$ cat config.mk
export PLATFORM = sky130hd
export DESIGN_NAME = time_keeper
export DESIGN_NICKNAME = d
export VERILOG_FILES = /design/src/rtl/clock_pkg.sv /design/src/rtl/mod_counter.sv /design/src/rtl/time_keeper.sv
export SDC_FILE = /design/constraint.sdc
export NUM_CORES = 1
export LEC_CHECK = 0
export BUFFER_PORTS_ARGS = -buffer_cell sky130_fd_sc_hd__buf_2
export CAP_MARGIN = 20
export CELL_PAD_IN_SITES_DETAIL_PLACEMENT = 1
export CELL_PAD_IN_SITES_GLOBAL_PLACEMENT = 1
export CORE_MARGIN = 5
export CORE_UTILIZATION = 39
export CTS_CLUSTER_DIAMETER = 120
export DETAILED_ROUTE_END_ITERATION = 6
export PLACE_DENSITY = 0.8
export SLEW_MARGIN = 20
export SYNTH_ARGS = -nofsm -noshare
export SYNTH_HDL_FRONTEND = slang
export SYNTH_HIERARCHICAL = 1
export SYNTH_SLANG_ARGS = --single-unit
$ cat constraint.sdc
create_clock -name clk -period 4.6 [get_ports clk]
set_input_delay 0.23 -clock clk [delete_from_list [all_inputs] [get_ports clk]]
set_output_delay 0.23 -clock clk [all_outputs]
set_load 0.01 [all_outputs]
$ cat src/rtl/clock_pkg.sv
// -----------------------------------------------------------------------------
// clock_pkg
// Shared constants for the digital-clock timekeeping core: time field widths,
// field limits, the alarm ring state encoding and range-check helpers used
// when validating load strobes.
// -----------------------------------------------------------------------------
package clock_pkg;

    localparam int HH_W   = 5;
    localparam int MS_W   = 6;
    localparam int HH_MAX = 23;
    localparam int MS_MAX = 59;

    // Ring state machine encoding
    localparam logic ST_IDLE = 1'b0;
    localparam logic ST_RING = 1'b1;

    function automatic logic hh_in_range(input logic [HH_W-1:0] v);
        return v <= HH_W'(HH_MAX);
    endfunction

    function automatic logic ms_in_range(input logic [MS_W-1:0] v);
        return v <= MS_W'(MS_MAX);
    endfunction

endpackage

$ cat src/rtl/mod_counter.sv
// -----------------------------------------------------------------------------
// mod_counter
// Modulo-N up counter with synchronous load, used for the ss, mm and hh
// fields of the clock.
//
// Ports:
//   clk         in   system clock
//   reset       in   synchronous active-high reset (count returns to 0)
//   i_en        in   advance by one this cycle
//   i_load      in   load i_load_val this cycle (overrides i_en)
//   i_load_val  in   value to load
//   o_count     out  current count
//   o_next      out  value the count takes at this edge when not loading
//   o_carry     out  i_en while at MODULUS-1 (wrap to 0 this edge)
// -----------------------------------------------------------------------------
module mod_counter #(
    parameter int MODULUS = 60,
    parameter int WIDTH   = 6
) (
    input  logic             clk,
    input  logic             reset,
    input  logic             i_en,
    input  logic             i_load,
    input  logic [WIDTH-1:0] i_load_val,
    output logic [WIDTH-1:0] o_count,
    output logic [WIDTH-1:0] o_next,
    output logic             o_carry
);

    logic [WIDTH-1:0] r_count;
    logic             w_at_max;

    assign w_at_max = (r_count == WIDTH'(MODULUS - 1));
    assign o_carry  = i_en & w_at_max;
    assign o_next   = !i_en    ? r_count :
                      w_at_max ? '0      : r_count + 1'b1;
    assign o_count  = r_count;

    // NOTE: state is updated with non-blocking assignments so every register
    // samples pre-edge values and the ss->mm->hh carry chain settles in one edge.
    always_ff @(posedge clk) begin
        if (reset) begin
            r_count <= '0;
        end else if (i_load) begin
            r_count <= i_load_val;
        end else begin
            r_count <= o_next;
        end
    end

endmodule

$ cat src/rtl/time_keeper.sv
// -----------------------------------------------------------------------------
// time_keeper
// 24-hour HH:MM:SS timekeeper with alarm. Each rising edge of the divider's
// slow square wave advances the time by one second. A loadable alarm (HH:MM)
// rings when a tick lands on HH:MM:00 and stops on dismiss, disarm, a valid
// alarm reload, or after RING_SECS ticks.
//
// Ports:
//   clk, reset            system clock, synchronous active-high reset
//   tick_in               divider level output; rising edge = one second
//   set_time, set_hh/mm/ss    one-cycle time load strobe and fields
//   set_alarm, al_hh/al_mm    one-cycle alarm load strobe and fields
//   alarm_en              alarm armed while high
//   dismiss               one-cycle strobe, stops ringing
//   hh, mm, ss            current time
//   sec_pulse             one cycle when the time advanced by a tick
//   set_err               one cycle when a load strobe carried a bad field
//   alarm_ring            high while ringing
// -----------------------------------------------------------------------------
module time_keeper
    import clock_pkg::*;
#(
    parameter int RING_SECS = 60
) (
    input  logic            clk,
    input  logic            reset,
    input  logic            tick_in,
    input  logic            set_time,
    input  logic [HH_W-1:0] set_hh,
    input  logic [MS_W-1:0] set_mm,
    input  logic [MS_W-1:0] set_ss,
    input  logic            set_alarm,
    input  logic [HH_W-1:0] al_hh,
    input  logic [MS_W-1:0] al_mm,
    input  logic            alarm_en,
    input  logic            dismiss,
    output logic [HH_W-1:0] hh,
    output logic [MS_W-1:0] mm,
    output logic [MS_W-1:0] ss,
    output logic            sec_pulse,
    output logic            set_err,
    output logic            alarm_ring
);

    localparam int CNT_W = $clog2(RING_SECS) + 1;

    logic            r_tick_d;
    logic            r_sec_pulse;
    logic            r_set_err;
    logic [HH_W-1:0] r_al_hh;
    logic [MS_W-1:0] r_al_mm;
    logic            r_state;
    logic [CNT_W-1:0] r_ring_cnt;

    logic            w_rise;
    logic            w_time_ok;
    logic            w_alarm_ok;
    logic            w_load_time;
    logic            w_load_alarm;
    logic            w_advance;
    logic            w_ss_carry;
    logic            w_mm_carry;
    logic [MS_W-1:0] w_ss_next;
    logic [MS_W-1:0] w_mm_next;
    logic [HH_W-1:0] w_hh_next;
    logic            w_match;
    logic            w_last_sec;
    logic            w_ring_exit;

    assign w_rise       = tick_in & ~r_tick_d;
    assign w_time_ok    = hh_in_range(set_hh) & ms_in_range(set_mm) & ms_in_range(set_ss);
    assign w_alarm_ok   = hh_in_range(al_hh) & ms_in_range(al_mm);
    assign w_load_time  = set_time & w_time_ok;
    assign w_load_alarm = set_alarm & w_alarm_ok;
    // A valid time load wins over a tick arriving in the same cycle; that
    // tick is dropped rather than applied on top of the loaded value.
    assign w_advance    = w_rise & ~w_load_time;

    mod_counter #(.MODULUS(MS_MAX + 1), .WIDTH(MS_W)) u_ss (
        .clk        (clk),
        .reset      (reset),
        .i_en       (w_advance),
        .i_load     (w_load_time),
        .i_load_val (set_ss),
        .o_count    (ss),
        .o_next     (w_ss_next),
        .o_carry    (w_ss_carry)
    );

    mod_counter #(.MODULUS(MS_MAX + 1), .WIDTH(MS_W)) u_mm (
        .clk        (clk),
        .reset      (reset),
        .i_en       (w_ss_carry),
        .i_load     (w_load_time),
        .i_load_val (set_mm),
        .o_count    (mm),
        .o_next     (w_mm_next),
        .o_carry    (w_mm_carry)
    );

    // Midnight rollover has no consumer, so the hour carry is left open.
    mod_counter #(.MODULUS(HH_MAX + 1), .WIDTH(HH_W)) u_hh (
        .clk        (clk),
        .reset      (reset),
        .i_en       (w_mm_carry),
        .i_load     (w_load_time),
        .i_load_val (set_hh),
        .o_count    (hh),
        .o_next     (w_hh_next),
        .o_carry    ()
    );

    // Match is evaluated on the post-tick time so the ring starts on the
    // same edge as the matching sec_pulse; loads never reach this term.
    assign w_match     = w_advance & alarm_en & (w_ss_next == '0) &
                         (w_mm_next == r_al_mm) & (w_hh_next == r_al_hh);
    assign w_last_sec  = (r_ring_cnt == CNT_W'(RING_SECS - 1));
    assign w_ring_exit = dismiss | ~alarm_en | w_load_alarm | (w_rise & w_last_sec);

    always_ff @(posedge clk) begin
        if (reset) begin
            r_tick_d    <= 1'b0;
            r_sec_pulse <= 1'b0;
            r_set_err   <= 1'b0;
            r_al_hh     <= '0;
            r_al_mm     <= '0;
        end else begin
            r_tick_d    <= tick_in;
            r_sec_pulse <= w_advance;
            r_set_err   <= (set_time & ~w_time_ok) | (set_alarm & ~w_alarm_ok);
            if (w_load_alarm) begin
                r_al_hh <= al_hh;
                r_al_mm <= al_mm;
            end
        end
    end

    always_ff @(posedge clk) begin
        if (reset) begin
            r_state    <= ST_IDLE;
            r_ring_cnt <= '0;
        end else if (r_state == ST_IDLE) begin
            if (w_match) begin
                r_state    <= ST_RING;
                r_ring_cnt <= '0;
            end
        end else begin
            if (w_ring_exit) begin
                r_state <= ST_IDLE;
            end else if (w_rise) begin
                r_ring_cnt <= r_ring_cnt + 1'b1;
            end
        end
    end

    assign sec_pulse  = r_sec_pulse;
    assign set_err    = r_set_err;
    assign alarm_ring = (r_state == ST_RING);

endmodule

### After elaboration in Yosys (flattened, before gate mapping)

Cells that the tools add are included.

| operators by class | value |
|---|---|
| add/sub/neg operators | 4 |
| magnitude comparators | 5 |
| eq/ne operators | 8 |
| muxes and demuxes | 16 |
| bitwise operators | 25 |
| reductions and logical operators | 3 |

Operator list:

| cell | number |
|---|---|
| 2-to-1 mux 6 bit | 6 |
| 2-to-1 mux 7 bit | 4 |
| <= comparator 6 bit, second input constant | 3 |
| AND 1 bit | 16 |
| 2-to-1 mux 5 bit | 3 |
| adder 6 x 1 -> 6 bit, second input constant | 2 |
| equality test 6 bit, second input constant | 2 |
| <= comparator 5 bit, second input constant | 2 |
| adder 7 x 1 -> 7 bit, second input constant | 1 |
| equality test 7 x 6 -> 1 bit, second input constant | 1 |
| equality test 6 bit | 1 |
| logical NOT 6 bit | 1 |
| adder 5 x 1 -> 5 bit, second input constant | 1 |
| equality test 5 bit | 1 |
| equality test 5 bit, second input constant | 1 |
| inverter 1 bit | 5 |
| OR 1 bit | 4 |
| 2-to-1 mux 1 bit | 3 |
| AND reduction 3 bit | 1 |
| inequality test 2 x 1 -> 1 bit, second input constant | 1 |
| inequality test 2 bit, second input constant | 1 |
| nonzero test 2 bit | 1 |

| storage, ports and cells | value |
|---|---|
| flip-flop bits (word level) | 39 |
| input bits | 35 |
| output and inout port bits | 20 |
| logic and storage cells | 71 |

### Logic depth before layout (Yosys ltp)

Gate-level depths: netlist of the first run.

| depth | value |
|---|---|
| word-level depth | 13 |
| mapped depth | 14 |

### By module

The synthesis of the first run kept the hierarchy.

Modules (own cells, without submodules):

| module | instances | cells an instance | area an instance (um2) | seq. area each (um2) |
|---|---|---|---|---|
| time_keeper | 1 | 126 | 1,082.3 | 440.4 |
| mod_counter at u_mm ... | 2 | 46 | 390.4 | 120.1 |
| mod_counter at u_hh | 1 | 34 | 296.5 | 100.1 |

### Worst setup path before layout of the first run

No wires, ideal clock.

| timing | value |
|---|---|
| path kind | reg-to-reg |
| start point | register r_tick_d |
| end point | register r_ring_cnt[0] |
| library setup time | 0.116 ns |
| data arrival time | 3.130 ns |
| data required time | 4.484 ns |
| path slack | 1.354 ns |
| cell stages (with the launch flop) | 14 |
| path through | dfxtp_1 nor2b_1 o21a_1 nand2_2 nor4_4 nand2_2 nor4_4 nand3_2 or3b_1 nand2_1 xor2_1 nor4_1 a41o_2 nor2_1 |

| between the ends | value |
|---|---|
| word-level cells in the longest chain between the ends | 10 |
| elaborated cells between the ends (all ways) | 21 |

RTL lines:

| element | RTL line | RTL |
|---|---|---|
| start, declared | time_keeper.sv:47 | `logic r_tick_d;` |
| start signal, assigned | time_keeper.sv:128 | `r_tick_d <= tick_in;` |
| inverter 1 bit | time_keeper.sv:70 | `assign w_rise = tick_in & ~r_tick_d;` |
| AND 1 bit | time_keeper.sv:70 |  |
| AND 1 bit | time_keeper.sv:77 | `assign w_advance = w_rise & ~w_load_time;` |
| net w_advance | time_keeper.sv:60 | `logic w_advance;` |
| AND 1 bit | mod_counter.sv:34 | `assign o_carry = i_en & w_at_max;` |
| net w_ss_carry | time_keeper.sv:61 | `logic w_ss_carry;` |
| AND 1 bit | mod_counter.sv:34 |  |
| net w_mm_carry | time_keeper.sv:62 | `logic w_mm_carry;` |
| 2-to-1 mux 5 bit | mod_counter.sv:35 | `assign o_next = !i_en ? r_count :` |
| net w_hh_next[4] | time_keeper.sv:65 | `logic [HH_W-1:0] w_hh_next;` |
| equality test 5 bit | time_keeper.sv:116 | `(w_mm_next == r_al_mm) & (w_hh_next == r_al_hh);` |
| AND 1 bit | time_keeper.sv:116 |  |
| nonzero test 2 bit (no line) | -- |  |
| AND reduction 3 bit (no line) | -- |  |
| end signal, assigned | time_keeper.sv:151 | `r_ring_cnt <= r_ring_cnt + 1'b1;` |
| end, declared | time_keeper.sv:53 | `logic [CNT_W-1:0] r_ring_cnt;` |

The timed path passes the listed nets, and every way through them passes these cells.
A chain may end at the register's enable or synchronous reset.

### Worst setup path after layout of the first run

| timing | value |
|---|---|
| start point | register r_tick_d |
| end point | register r_ring_cnt[3] |

Same word-level chain as after synthesis.

==> results of run 1 <==
[placed cells by master, fill, tap and decap left out, types with 3 or more instances in the layout]
master     n
buf_2     54
nand2_1   39
dfxtp_1   39
nor2_1    21
a21oi_1   18
nand3_1   17
xor2_1    15
nand4_1   11
inv_1      9
xnor2_1    8
clkbuf_8   6
o21a_1     5
ha_1       4
o32ai_1    4
nor4_1     3
nand3b_1   3
nand2b_1   3
o21ai_0    3
mux2_2     3
or3b_1     3
o211a_1    3
a311oi_2   3
a311oi_1   3
[cell usage after synthesis (2+ instances only)]
master      n
a21oi_1    18
a311oi_1    3
a311oi_2    3
buf_2       2
clkbuf_1    2
dfxtp_1    39
ha_1        4
inv_1       9
mux2_2      3
nand2_1    39
nand2_2     2
nand2b_1    3
nand3_1    17
nand3b_1    3
nand4_1    11
nand4bb_1   2
nor2_1     21
nor2b_1     2
nor4_1      3
nor4_4      2
o2111ai_1   2
o211a_1     3
o211ai_1    2
o21a_1      5
o21ai_0     3
o32ai_1     4
or2_2       2
or3_1       2
or3b_1      3
xnor2_1     8
xor2_1     15
[cell type report]
cell class	count	area (µm²)	share of cell area, %
clock buffer	6	82.6	3.14
clock inverter	2	35.0	1.33
inverter	9	33.8	1.29
multi-input combinational	200	1330	50.5
sequential	39	781	29.7
tap	72	90.1	3.43
timing repair buffer	55	278	10.6
[cell families (layout without fill, tap and decap cells)]
group | Yosys count | after routing | share of synthesized area, %
AO/OA/AOI/OAI | 48 | 48 | 17.1
XOR/XNOR | 23 | 23 | 9.33
adder cells (fa/ha/maj) | 4 | 4 | 2.32
buffers and inverters | 13 | 72 | 2.38
flip-flops | 39 | 39 | 36.2
multiplexers | 4 | 4 | 2.03
AND/OR/NAND/NOR | 121 | 121 | 30.6
[sequential cells by signal (all words and copies together), names as in the netlist, 5 cells and up]
signal / count
r_al_hh: 5
u_mm/o_count: 6
u_ss/o_count: 6
u_hh/o_count: 5
r_ring_cnt: 7
r_al_mm: 6
[worst max-delay path by stage]
stage,from,to,slack [ns]
6_report,r_tick_d,r_ring_cnt[3],0.67
2_1_floorplan,r_tick_d,r_ring_cnt[0],1.35
4_1_cts,r_tick_d,r_ring_cnt[3],0.65
5_1_grt,r_tick_d,r_ring_cnt[2],0.28
3_3_place_gp,set_ss[5],r_ring_cnt[5],0.80
3_5_place_dp,set_ss[4],r_ring_cnt[3],0.64
[tightest hold or removal path: stages]
cell,delay (ns)
buf_2,0.09
nand2_1,0.05
a21oi_1,0.05
[report_power, final]
part	switching (W)	internal [W]
clock network	0.000126	0.000176
logic	0.0000782	0.0000576
registers	0.0000211	0.000356
total	0.000226	0.000589
[layer usage]
metal	vias up	routed length, µm	part of all wire (%)	track usage, %
li1	1028	-	-	-
met1	1000	2770	45	22.0
met2	47	3040	49	29.9
met3	10	274	4.4	4.12
met4	0	86	1.4	5.18
met5	-	0	0	0
[through the flow]
step                      cells  util (%)  worst slack [ns]  hold slack, ns
after detailed placement    375      46.1             0.642           0.464
after CTS                   383      48.3             0.648           0.172
after global placement      375      46.1             0.799           0.458
after global routing        383      48.3             0.282           0.176
after floorplan             252         -              1.35           0.298
final                       383      48.3             0.669           0.176
==> results.md, run 1 <==
- Flops & latches, synth: 39
- Worst R2R Setup Slack: approximately 0.67 ns
- RSZ-0062 raised after global routing: no
- Clock Pin Slew Worst Setup and Hold Paths: about 0.08 ns
- Skew final: between 0.003 and 0.004 ns
- # nets final: ~350
- Critical path buffers and inverters: 0
- CTS max path bufs: 2
- Yosys cell types: between 40 and 50
- Inserted Diodes: 0
- DIE AREA: approximately 7100 µm²
- Final Slew Violations: 0
- Mapped Nets: 291
- Nature of the critical path startpoint: flip-flop
- Hold-fix buffers at CTS: 0
- Cell taking the most area after synthesis: dfxtp_1
- Initial antenna violation count: 0
- Crit path max-delay family: simple AND/OR/NAND/NOR gates
- Non-Filler Cell Area, Final: 2630 µm²
- Die Ht: 84.4 µm
- Cts bufs inserted: 5
- HP Class: primary input to flip-flop
- Port buffer count: 54
- Cell count after synthesis: about 250
- Worst EP required: between 4 and 5 ns
- Total Power: approximately 0.0008 W
- Minimum clock period: between 3 and 4 ns
- Sum Neg Setup Slack: 0 ns
- Fin crit share: between 80% and 90%
- CTS Root Cell: clkbuf_8
- Cell area power density: 310 nW/µm²
- CTS H-Tree Depth: 2
- FF-to-FF End: r_ring_cnt[3]
- TritonRoute pass-1 iters: 4
- Post-synth EDFFs: 0
- First DRT Iteration DRCs: 75
- Syn. warnings: 6
- Crit-path cells: nor2b_1 -> o21a_1 -> nand2_2 -> nor4_4 -> nand2_2 -> nor4_4 -> nand3_2 -> nor3b_1 -> nor2_1 -> xor2_1 -> nor4_1 -> a41o_2 -> nor2_1
- Hold Crit Start: set_hh[1]
- DRC violations left: 0
- Worst reg2reg path depth: 13
- Cts repair resizes: 0
- Slew headroom: 40.4%
- Worst skew pair latency: slightly below 0.3 ns
- Arrival @ worst endpoint: 4.12 ns
- VDD IR max: 111 µV
- CTS tree: built
- Final GP Congestion: between 0.8 and 0.9
- Dpl hpwl: around 4.8 mm
- Vias in the first global route: approximately 2100
- CP Class: flip-flop to flip-flop
- Post-CTS Setup Bufs: 0
- Pin count of the biggest net entering global routing: 36
- Layout fillers: a little under 700
- Synth area leaders: dfxtp_1 36%, nand2_1 6.8%, xor2_1 6.1%, a21oi_1 4.2%, nand3_1 3.9%
- Overflow after GRT: 0
- LEAKAGE: 1.14 nW
- Synth async-reset ratio: 0%
- Status: finished, final reports clean
- Primary FF master, synth: dfxtp_1
- Rows: 27
- WHS Endpoint: u_hh/o_count[1]
- Total track usage: roughly 18%
- Levels on crit path: 13
- Seq/Total Area, Yosys: ~36%
- Mean Syn Cell Area: approximately 8.6 µm²
- Post-synth top area share: 36.2%
- Fmax: ~250 MHz
- Highest-delay cell along the critical path: nor4_4
- Worst setup EP type: flip-flop
- Ports: 55
- Final Setup Violations: 0
- Final ANT Viol Nets: 0
- Total wire length: ~6 mm
- First-pass GRT wire length: 10.2 mm
- Final hold violation count: 0
- Share of cells above drive strength 1: 26.0%
- Initial Util: between 30% and 40%
- Synthesized area: roughly 2200 µm²
- Cell Area, Placed: around 2500 µm²
- Via-per-instance ratio: roughly 5.4
- Die X: approximately 84 µm
- Slowest cell delay on critical path: around 0.54 ns
- Max_cap viols: 0
- Reg2reg start: r_tick_d
- Routed via count: ~2100
- CTS Sinks: 39
- Worst-path maximum fanout: 10
- Hold path depth: 3
- Core area: 5440 µm²
- Routed len/inst: between 15 and 20 µm
- Area Growth Syn to Fin: 21.7%
- Slew @ Worst Pin: between 0.8 and 0.9 ns
(Power assumes the default switching activity.)
==> inputs of run 2 (changes only) <==
--- a/config.mk
+++ b/config.mk
@@ -9,7 +9,6 @@
 export CAP_MARGIN = 20
 export CELL_PAD_IN_SITES_DETAIL_PLACEMENT = 1
 export CELL_PAD_IN_SITES_GLOBAL_PLACEMENT = 1
-export CORE_MARGIN = 5
 export CORE_UTILIZATION = 39
 export CTS_CLUSTER_DIAMETER = 120
 export DETAILED_ROUTE_END_ITERATION = 6
==> results.md, run 2 (synthesized netlist as in run 1, its figures left out) <==
- Fin crit share: 83.7%
- Status: finished, final reports clean
- Routed via count: 2042
- Worst-path maximum fanout: 10
- Worst reg2reg path depth: 13
- Critical path buffers and inverters: 0
- Slew @ Worst Pin: around 0.73 ns
- Hold path depth: 3
- Share of cells above drive strength 1: about 26%
- Cts bufs inserted: 5
- Dpl hpwl: around 4.4 mm
- Area Growth Syn to Fin: 20.2%
- Worst setup EP type: flip-flop
- Internal power: ~0.00053 W
- TritonRoute pass-1 iters: 4
- Initial antenna violation count: 0
- Most frequent cells in the layout: 54 x buf_2, 39 x nand2_1, 39 x dfxtp_1
- Final Util: roughly half
- Largest Register: r_ring_cnt
- Sum Neg Setup Slack: 0 ns
- Core area: about 5200 µm²
- Clock network fraction of design power: between 30% and 40%
- First-pass GRT wire length: 9.65 mm
- Reg power frac: between 50% and 60%
- Via-per-instance ratio: 5.37
- Commonest non-fill, non-tap cell in the layout: buf_2
- RSZ-0062 raised after global routing: no
- Fmax: between 200 and 300 MHz
- Total wire length: between 5 and 6 mm
- Hold-fix buffers at CTS: 0
- Layout fillers: 675
- CTS tree: built
- Final hold violation count: 0
- Final Setup Violations: 0
- Die Ht: 76.4 µm
- Net switching power: about 0.00022 W
- Inserted Diodes: 0
- Max_cap viols: 0
- Slew headroom: 51.4%
- Final GP Congestion: around 0.8
- Ports: 55
- Worst R2R Setup Slack: roughly 0.75 ns
- Minimum clock period: 3.85 ns
- CTS Root Cell: clkbuf_8
- Port buffer count: 54
- Worst EP required: roughly 4.8 ns
- VDD IR max: ~120 µV
- Rows: 26
- Non-Filler Cell Area, Final: ~2600 µm²
- Sw frac: a little under 30%
- Cell Area, Placed: 2510 µm²
- Post-CTS Setup Bufs: 0
- CTS H-Tree Depth: 2
- Die X: between 70 and 80 µm
- Total track usage: between 20% and 30%
- Highest-delay cell along the critical path: nor4_4
- Final Slew Violations: 0
- DIE AREA: about 5800 µm²
- CTS max path bufs: 2
- CTS Sinks: 39
- Max FFs per register: 7
- Reg2reg start: r_tick_d
- Pin count of the biggest net entering global routing: 36
- HP Class: primary input to flip-flop
- Vias in the first global route: slightly above 2000
- First DRT Iteration DRCs: 59
- Worst skew pair latency: ~0.29 ns
- Hold Crit Start: set_ss[1]
- Nature of the critical path startpoint: flip-flop
- Clock Pin Slew Worst Setup and Hold Paths: approximately 0.08 ns
- Crit path max-delay family: simple AND/OR/NAND/NOR gates
- Cell area power density: about 290 nW/µm²
- Final ANT Viol Nets: 0
- FF-to-FF End: r_ring_cnt[6]
- Arrival @ worst endpoint: slightly above 4 ns
- Cts repair resizes: 0
- Routed len/inst: 15.2 µm
- CP Class: flip-flop to flip-flop
- LEAKAGE: 1.12 nW
- Initial Util: 41.5%
- Overflow after GRT: 0
- Skew final: slightly below 0.01 ns
- Crit-path cells: nor2b_1 -> o21a_1 -> nand2_2 -> nor4_4 -> nand2_2 -> nor4_4 -> nand3_2 -> nor3b_1 -> nor2_1 -> xor2_1 -> nor4_1 -> a41o_2 -> nor2_1
- WHS Endpoint: u_ss/o_count[1]
- # nets final: 349
- DRC violations left: 0
- Slowest cell delay on critical path: 0.51 ns
- Combinational share of power: about 18%
## run 2: how the worst max path moves through the flow
stage          startpoint       endpoint  slack, ns  cells past startpoint
6_report         r_tick_d  r_ring_cnt[6]       0.75                     13
5_1_grt          r_tick_d  r_ring_cnt[0]       0.44                     13
4_1_cts          r_tick_d  r_ring_cnt[6]       0.79                     13
3_5_place_dp    set_ss[4]  r_ring_cnt[6]       0.70                     15
3_3_place_gp    set_ss[4]  r_ring_cnt[3]       0.76                     15
2_1_floorplan    r_tick_d  r_ring_cnt[0]       1.35                     13
## run 2: routing by layer
| metal | vias up | track usage, % | share of wire [%] |
|---|---|---|---|
| met2 | 42 | 34.5 | 48 |
| met3 | 8 | 3.47 | 4.1 |
| li1 | 1025 | - | - |
| met1 | 967 | 26.6 | 47 |
| met4 | 0 | 7.50 | 1.4 |
| met5 | - | 0 | 0 |
## run 2: layout make-up
| class | instances | area (µm²) | area share (%) |
|---|---|---|---|
| sequential | 39 | 781 | 30.1 |
| clock buffer | 6 | 82.6 | 3.18 |
| tap | 70 | 87.6 | 3.38 |
| timing repair buffer | 55 | 278 | 10.7 |
| clock inverter | 1 | 5.00 | 0.193 |
| multi-input combinational | 200 | 1330 | 51.2 |
| inverter | 9 | 33.8 | 1.30 |
## run 2: through the flow
step,power (W),worst slack [ns],std cells,hold slack [ns]
after global placement,0.000516,0.762,373,0.458
after global routing,0.000788,0.441,380,0.180
after CTS,0.000760,0.787,380,0.172
after floorplan,0.000462,1.35,252,0.298
final,0.000750,0.751,380,0.179
after detailed placement,0.000519,0.704,373,0.464
## run 2: tightest hold or removal path: cells and delay by family
kind                   cells  cell delay [ns]
AO/OA/AOI/OAI              1             0.05
buffers and inverters      1             0.10
AND/OR/NAND/NOR            1             0.05
## run 2: power by group through the flow
stage                     combinational, W  sequential [W]  clock [W]
after floorplan                  0.0000761        0.000386          0
after global placement            0.000132        0.000385          0
after detailed placement          0.000134        0.000385          0
after CTS                         0.000135        0.000377   0.000248
after global routing              0.000151        0.000380   0.000257
final                             0.000135        0.000377   0.000239
==> inputs of run 3 (changes only) <==
--- a/config.mk
+++ b/config.mk
@@ -9,10 +9,10 @@
 export CAP_MARGIN = 20
 export CELL_PAD_IN_SITES_DETAIL_PLACEMENT = 1
 export CELL_PAD_IN_SITES_GLOBAL_PLACEMENT = 1
-export CORE_UTILIZATION = 39
+export CORE_UTILIZATION = 35
 export CTS_CLUSTER_DIAMETER = 120
 export DETAILED_ROUTE_END_ITERATION = 6
-export PLACE_DENSITY = 0.8
+export PLACE_DENSITY = 0.75
 export SLEW_MARGIN = 20
 export SYNTH_ARGS = -nofsm -noshare
 export SYNTH_HDL_FRONTEND = slang
==> constraint.sdc (replaced) <==
create_clock -name clk -period 3.1 [get_ports clk]
set_input_delay 0.155 -clock clk [delete_from_list [all_inputs] [get_ports clk]]
set_output_delay 0.155 -clock clk [all_outputs]
set_load 0.01 [all_outputs]
==> results.md, run 3 (synthesized netlist as in run 1, its figures left out) <==
- Status: finished, final reports clean
- First DRT Iteration DRCs: 53
- Combinational share of power: between 10% and 20%
- Max_cap viols: 0
- Fmax: between 300 and 400 MHz
- Final Setup Violations: 0
- CTS H-Tree Depth: 2
- CP Class: flip-flop to flip-flop
- VDD IR max: 181 µV
- Inserted Diodes: 0
- Commonest non-fill, non-tap cell in the layout: buf_2
- DIE AREA: about 6500 µm²
- Die Ht: approximately 81 µm
- Initial Util: a little over a third
- Via-per-instance ratio: 5.39
- Routed via count: 2160
- CTS Root Cell: clkbuf_8
- Highest-delay cell along the critical path: nor4_4
- Clock network fraction of design power: 36.8%
- Initial antenna violation count: 0
- Routed len/inst: ~16 µm
- Hold Crit Start: al_mm[1]
- Hold-fix buffers at CTS: 0
- Worst skew pair latency: a little under 0.3 ns
- Pin count of the biggest net entering global routing: 36
- Clock Pin Slew Worst Setup and Hold Paths: ~0.080 ns
- Cell area power density: roughly 440 nW/µm²
- Max FFs per register: 7
- Net switching power: roughly 0.00034 W
- Final GP Congestion: 0.795
- Critical Path End: r_ring_cnt[6]
- Most frequent cells in the layout: 54 x buf_2, 39 x nand2_1, 38 x dfxtp_1
- Ports: 55
- Slew headroom: roughly 50%
- First-pass GRT wire length: about 9.7 mm
- Rows: 28
- Dpl hpwl: 4.54 mm
- Cts bufs inserted: 5
- Worst R2R Setup Slack: 0.02 ns
- Sum Neg Setup Slack: 0 ns
- Gr busiest metal: met2
- Internal power: just under 0.0009 W
- Sw frac: ~28%
- Total wire length: between 6 and 7 mm
- HP Class: primary input to flip-flop
- Reg power frac: a little under half
- RSZ-0062 raised after global routing: yes
- Worst-path maximum fanout: 7
- Slowest cell delay on critical path: 0.36 ns
- Total track usage: between 10% and 20%
- Largest Register: r_ring_cnt
- Levels on crit path: 13
- DRC violations left: 0
- Overflow after GRT: 0
- CTS tree: built
- Layout fillers: around 730
- Fin crit share: just under 100%
- Crit path max-delay family: simple AND/OR/NAND/NOR gates
- Vias in the first global route: ~2000
- LEAKAGE: 1.22 nW
- # nets final: between 300 and 400
- Minimum clock period: roughly 3.1 ns
- Worst reg2reg path depth: 13
- CTS max path bufs: 2
- Critical path buffers and inverters: 0
- Nature of the critical path startpoint: flip-flop
- Area of the multi-input gates: 1370 µm²
- Worst EP required: 3.29 ns
- GR Util met3: under 10%
- Skew final: between 0.008 and 0.009 ns
- Worst setup EP type: flip-flop
- Die X: just over 80 µm
- Final hold violation count: 0
- Register area: approximately 780 µm²
- Total Power: roughly 0.0012 W
- Final Slew Violations: 0
- Critical path startpoint: r_tick_d
- Final ANT Viol Nets: 0
- Routing usage on met2: 33.0%
- CTS Sinks: 39
- Crit-path cells: nor2b_4 -> o21a_1 -> nand2_2 -> nor4_4 -> nand2_2 -> nor4_4 -> nand3_2 -> nor3b_4 -> nor2_1 -> xor2_1 -> nor4_2 -> a41o_2 -> nor2_1
- Slew @ Worst Pin: roughly 0.74 ns
- Arrival @ worst endpoint: between 3 and 4 ns
- Worst hold slack: ~0.10 ns
- Reg2reg start: r_tick_d
- Met1 Resource Use GR: between 20% and 30%
- Area Growth Syn to Fin: 29.0%
- Port buffer count: 54
- Share of cells above drive strength 1: 31.6%
- TritonRoute pass-1 iters: 4
- Core area: ~5900 µm²
- FF-to-FF End: r_ring_cnt[6]
-- run 3: changes by cell type in the layout (fill, tap and decap cells not counted), sizes merged --
cell	delta
bufinv	+1
buf	+15
-- run 3: repair_timing --
item / in CTS / in global routing
pin swaps: 0 / 13
hold endpoints to repair: 0 / 0
gates resized for setup: 1 / 9
cloned: 0 / 0
setup endpoints to repair: 7 / 8
buffers inserted: 0 / 9
-- run 3: worst min path at each step --
stage	end	slack, ns	depth (start not counted)
after floorplan	u_hh/o_count[4]	0.22	1
after global placement	u_hh/o_count[1]	0.41	3
after detailed placement	u_ss/o_count[1]	0.42	3
after CTS	r_al_mm[1]	0.1	3
after global routing	u_ss/o_count[1]	0.11	3
final	r_al_mm[1]	0.10	3
-- run 3: final cells by class --
class,instances,share of cell area [%]
tap,75,3.37
timing repair buffer,70,14.0
clock inverter,2,1.26
inverter,9,1.21
clock buffer,6,2.96
sequential,39,28.1
multi-input combinational,200,49.1
-- run 3: power groups by stage --
stage                     clock, W  combinational (W)  sequential, W
after detailed placement         0           0.000207       0.000570
after floorplan                  0           0.000113       0.000573
after CTS                 0.000460           0.000208       0.000558
after global placement           0           0.000204       0.000569
final                     0.000451           0.000217       0.000560
after global routing      0.000479           0.000239       0.000564
-- run 3: worst register-to-register path, stage by stage (launching register included) --
cell and delay [ns]:
dfxtp_2 0.34, nor2b_4 0.12, o21a_1 0.18, nand2_2 0.10, nor4_4 0.28, nand2_2 0.14
nor4_4 0.36, nand3_2 0.21, nor3b_4 0.26, nor2_1 0.09, xor2_1 0.16, nor4_2 0.33
a41o_2 0.34, nor2_1 0.06
-- run 3: through the flow --
step / cell area [µm²] / worst slack [ns] / std cells / utilization [%]
floorplan: 2160 / 0.00470 / 252 / -
global placement: 2560 / 0.100 / 384 / 43.2
detailed placement: 2560 / -0.0292 / 384 / 43.2
CTS: 2680 / 0.0509 / 392 / 45.3
global route: 2790 / -0.122 / 401 / 47.1
finish: 2790 / 0.0189 / 401 / 47.1
-- run 3: layer usage --
layer,vias to the layer above,part of all wire (%)
li1,1062,-
met1,1045,47
met2,49,49
met3,4,3.3
met4,0,0.81
met5,-,0
